`src/rtl/ex_div_unit.sv`:
```
// Radix-2 restoring DIV/DIVU for EX: DATA_W+1 cycles accept-to-ready, 2 for divide-by-zero.
// Stalls IF/ID/EX until the result is ready. Optional DIV_EARLY_OUT_EN finishes in 1 cycle when |dividend| < |divisor|.
`default_nettype none

module ex_div_unit #(
    parameter int DATA_W = 32
) (
    input  logic                  clk,
    input  logic                  rst,
    input  logic                  start_i,
    input  logic                  signed_i,
    input  logic [DATA_W-1:0]     dividend_i,
    input  logic [DATA_W-1:0]     divisor_i,
    input  logic                  annul_i,
    output logic                  stallreq_o,
    output logic [2*DATA_W-1:0]   result_o,
    output logic                  ready_o
);

    localparam int CW = (DATA_W > 1) ? $clog2(DATA_W) : 1;

    typedef enum logic [1:0] {S_FREE, S_BY_ZERO, S_ON, S_END} state_t;

    state_t            state, state_nxt;
    logic [CW-1:0]     counter;
    logic [DATA_W-1:0] dq;        // dividend magnitude shifting out, quotient shifting in
    logic [DATA_W-1:0] dvs_r;
    logic [DATA_W-1:0] rem;
    logic              neg_q, neg_r;

    logic              accept, divisor_zero, last_iter;
    logic              dvd_neg, dvs_neg;
    logic [DATA_W-1:0] dvd_mag, dvs_mag;
    logic [DATA_W:0]   partial, diff;
    logic              qbit;
    logic [DATA_W-1:0] rem_nxt, q_nxt, q_fin, r_fin;
`ifdef DIV_EARLY_OUT_EN
    logic              early;
`endif

    assign accept       = (state == S_FREE) && start_i && !annul_i;
    assign divisor_zero = (divisor_i == '0);
    assign last_iter    = (counter == CW'(DATA_W - 1));
    assign dvd_neg      = signed_i & dividend_i[DATA_W-1];
    assign dvs_neg      = signed_i & divisor_i[DATA_W-1];
    assign dvd_mag      = dvd_neg ? (~dividend_i + 1'b1) : dividend_i;
    assign dvs_mag      = dvs_neg ? (~divisor_i + 1'b1) : divisor_i;
`ifdef DIV_EARLY_OUT_EN
    assign early        = (dvd_mag < dvs_mag);
`endif

    // One restoring step: shift in the next dividend bit, try the subtraction.
    assign partial = {rem, dq[DATA_W-1]};
    assign diff    = partial - {1'b0, dvs_r};
    assign qbit    = ~diff[DATA_W];
    assign rem_nxt = qbit ? diff[DATA_W-1:0] : partial[DATA_W-1:0];
    assign q_nxt   = {dq[DATA_W-2:0], qbit};
    assign q_fin   = neg_q ? (~q_nxt + 1'b1) : q_nxt;
    assign r_fin   = neg_r ? (~rem_nxt + 1'b1) : rem_nxt;

    always_ff @(posedge clk or negedge rst) begin
        if (!rst) begin
            state <= S_FREE;
        end else begin
            state <= state_nxt;
        end
    end

    always_comb begin
        state_nxt = state;
        case (state)
            S_FREE: begin
                if (accept) begin
                    if (divisor_zero) begin
                        state_nxt = S_BY_ZERO;
                    end else begin
`ifdef DIV_EARLY_OUT_EN
                        state_nxt = early ? S_END : S_ON;
`else
                        state_nxt = S_ON;
`endif
                    end
                end
            end
            S_BY_ZERO: state_nxt = annul_i ? S_FREE : S_END;
            S_ON: begin
                if (annul_i) begin
                    state_nxt = S_FREE;
                end else if (last_iter) begin
                    state_nxt = S_END;
                end
            end
            S_END: state_nxt = (annul_i || !start_i) ? S_FREE : S_END;
            default: state_nxt = S_FREE;
        endcase
    end

    // The stall request is masked by reset so the pipeline is released immediately.
    always_comb begin
        stallreq_o = 1'b0;
        ready_o    = 1'b0;
        if (rst) begin
            case (state)
                S_FREE:    stallreq_o = start_i && !annul_i;
                S_BY_ZERO: stallreq_o = !annul_i;
                S_ON:      stallreq_o = !annul_i;
                S_END:     ready_o    = !annul_i;
                default:   stallreq_o = 1'b0;
            endcase
        end
    end

    always_ff @(posedge clk or negedge rst) begin
        if (!rst) begin
            counter  <= '0;
            dq       <= '0;
            dvs_r    <= '0;
            rem      <= '0;
            neg_q    <= 1'b0;
            neg_r    <= 1'b0;
            result_o <= '0;
        end else if (accept) begin
            counter <= '0;
            rem     <= '0;
            dvs_r   <= dvs_mag;
            neg_q   <= dvd_neg ^ dvs_neg;
            neg_r   <= dvd_neg;
            // Divide-by-zero keeps the raw dividend as its remainder.
            dq      <= divisor_zero ? dividend_i : dvd_mag;
`ifdef DIV_EARLY_OUT_EN
            if (!divisor_zero && early) begin
                result_o <= {dividend_i, {DATA_W{1'b0}}};
            end
`endif
        end else if (state == S_ON && !annul_i) begin
            counter <= counter + CW'(1);
            rem     <= rem_nxt;
            dq      <= q_nxt;
            if (last_iter) begin
                result_o <= {r_fin, q_fin};
            end
        end else if (state == S_BY_ZERO && !annul_i) begin
            result_o <= {dq, {DATA_W{1'b1}}};
        end
    end

endmodule

`default_nettype wire
```
`config.mk`:
```
export PLATFORM = sky130hd
export DESIGN_NAME = ex_div_unit
export DESIGN_NICKNAME = d
export VERILOG_FILES = /design/src/rtl/ex_div_unit.sv
export SDC_FILE = /design/constraint.sdc
export NUM_CORES = 1
export LEC_CHECK = 0
export CORE_MARGIN = 3
export CORE_UTILIZATION = 35
export CTS_CLUSTER_DIAMETER = 120
export DETAILED_ROUTE_END_ITERATION = 16
export REMOVE_ABC_BUFFERS = 1
export SLEW_MARGIN = 25
export SYNTH_ARGS = -nofsm -noshare
export SYNTH_HDL_FRONTEND = slang
export SYNTH_SLANG_ARGS = --single-unit
```
`constraint.sdc`:
```
create_clock -name clk -period 5.7 [get_ports clk]
set_input_delay 1.14 -clock clk [delete_from_list [all_inputs] [get_ports clk]]
set_output_delay 1.14 -clock clk [all_outputs]
set_load 0.005 [all_outputs]
```
==> impl_metrics.ini <==
[power]
leakage_nw = 5.936
total_power_mw = 10.27
irDropWorstVdd_mv = 0.5628
powerDensity_nw_per_um2 = 706.5

[sta]
setup_ws_ns = 0.4161
slew_viol_final = 0
clock_skew_ns = 0.01741
max_freq_mhz = 189.3
min_period_over_period_pct = 92.70
slew_headroom_pct = 33.40
setup_violations = 0
hold_violations = 0
final.min_clock_period_ns = 5.284
hold_slack_ns = 0.4808
worstMarginPinSlew_ns = 0.9990
final.setup.tns_ns = 0

[setup_path]
cp_data_arrival_time_ns = 5.60
ff2ff_setup_slack_ns = 0.42
endpoint_kind = flop
cp.required_ns = 6.02
start_kind = flop
crit_fanout = 9
critPathKind = flop to flop

[yosys]
synth-edff-count = 0
synth_cell_types = 74
synth_common_cells = nand2_1, nor2_1, dfrtp_1
synth.top_cell.area_share_pct = 34.68
ys.flop_type = dfrtp_1
syn_inst = 1536
synth_area_per_cell_um2 = 7.940
synth_top_area_cell = dfrtp_1
synthTopCellsByArea = dfrtp_1, nand2_1, xor2_1
synth-seq-cells = 169
yosys_warnings = 0
synth_area_um2 = 12200
postSynth.asyncResetShare_pct = 100.0
yosysMostFrequentCell = nand2_1
ys_seq_area_share_pct = 34.68

[clock_network]
numCtsBuffers = 17
root_buffer = clkbuf_16
cts_max_path_buffers = 2
cts_htree_levels = 4
clock-sinks = 169
cts_hold_buf = 0
cts.clk_slew.worst_paths_ns = 0.07
clock_latency_ns = 0.44
cts_tree = yes

[placement]
gp_congestion = 0.8993
portBuffers = 134
dp_worst_setup_slack_ns = 0.1319
dpl.hpwl_um = 27680
placed_cells = 2043

[die]
core_um2 = 33950
start_util_pct = 35.92
die_w_um = 192.7
dieArea_um2 = 37120
die_y_um = 192.7
io_pins = 135
rows = 67

[finish]
drive_above_1_share_pct = 5.160
register_area_um2 = 4229
fillers = 3433
antenna_cells = 0
final_nets = 1728
fin_cells = 2076
syn2layout_area_growth_pct = 19.21
multiInputGateArea_um2 = 7421

[drt]
firstDrtPassIters = 5
drtIter0Drc = 759
vias = 11310
wirelength_um = 37100
viasPerCell = 5.450
ant_nets = 0
drc = 0
wire_per_inst_um = 17.87

[worst_hold_path]
hp-class = flop to flop

[grt]
grt_usage_pct = 20.34
antenna_found_initial = 2
grt_pass1_vias = 11280
grt_max_degree = 70
grt_first_pass_wirelength_um = 60310
grt-ovfl-total = 0

[run_status]
status = completed

[run]
maxCapViolations = 0
## layout make-up
cell class,count,share of cell area (%)
Clock inverter,14,1.239
Multi-Input combinational cell,1213,51.05
Timing Repair Buffer,154,10.27
Sequential cell,169,29.09
Inverter,60,1.549
Tap cell,448,3.856
Clock buffer,18,2.952
## cell families after synthesis
group,Yosys count,share of synthesized area [%]
AOI/OAI and AO/OA,448,23.19
buffers and inverters,154,4.935
xor gates and xnor gates,145,10.41
muxes,20,1.672
adders and majority gates,44,4.576
DFF,169,34.68
and+or+nand+nor,556,20.54
## power by group
group	switching, mW	internal [mW]	leakage, nW
registers	0.631	1.77	1.99
clock network	0.568	0.668	0.292
logic	3.96	2.68	3.65
## layout by cell type (no fill, tap or decap), drive strengths merged, types with 43 or more instances in the layout
| master | instances |
|---|---|
| a21oi | 106 |
| clkdlybuf4s50 | 133 |
| dfrtp | 169 |
| ha | 43 |
| inv | 67 |
| nand2 | 230 |
| nor2 | 171 |
| o21ai | 144 |
| xnor2 | 66 |
| xor2 | 79 |
## worst max-delay path: stages (launching register included)
cell	delay, ns
dfrtp_1	0.42
inv_1	0.07
ha_1	0.24
fa_1	0.40
nand2b_1	0.21
a211oi_4	0.27
o21ai_1	0.20
a21boi_1	0.25
o21a_2	0.24
nor2_8	0.06
inv_2	0.15
nor2_1	0.06
a21oi_1	0.21
ha_1	0.25
nand3b_1	0.16
or4_1	0.48
or3_1	0.40
o31ai_2	0.23
nand4_1	0.25
o21ai_1	0.25
xor2_1	0.10
o211ai_1	0.18
nand2_1	0.08
## layer usage
metal / part of all wire (%) / vias to the layer above / track usage, %
li1: - / 5575 / -
met1: 47 / 5425 / 28.11
met2: 46 / 263 / 33.07
met3: 4.6 / 49 / 3.161
met4: 2.1 / 2 / 5.604
met5: 0.035 / - / 0
## path summary, 6_finish.rpt
kind / from / cells after the start / end
setup / recovery: dq[31] / 22 / result_o[60]
min in group asynchronous: rst / 1 / dvs_r[28]
hold / removal: dvs_r[22] / 2 / dvs_r[22]
hold reg to reg: dvs_r[22] / 2 / dvs_r[22]
setup reg to reg: dq[31] / 22 / result_o[60]
max in group asynchronous: rst / 2 / result_o[5]
## registers in the layout, summed over array words and instances, names as in the netlist
signal / count
neg_r: 1
neg_q: 1
dq: 32
result_o: 64
state: 2
dvs_r: 32
rem: 32
counter: 5
## repair_timing
action                     in CTS  in global routing
gates resized for setup         0                  5
setup endpoints to repair       0                 13
buffers inserted                0                  1
## per-stage QoR
| stage | util (%) | instance area, um2 |
|---|---|---|
| after floorplan | - | 11820 |
| after global placement | 40.93 | 13890 |
| after detailed placement | 40.93 | 13900 |
| after CTS | 42.73 | 14510 |
| after global routing | 42.82 | 14540 |
| final | 42.82 | 14540 |
Note: power is estimated with default switching activity, not from simulation.
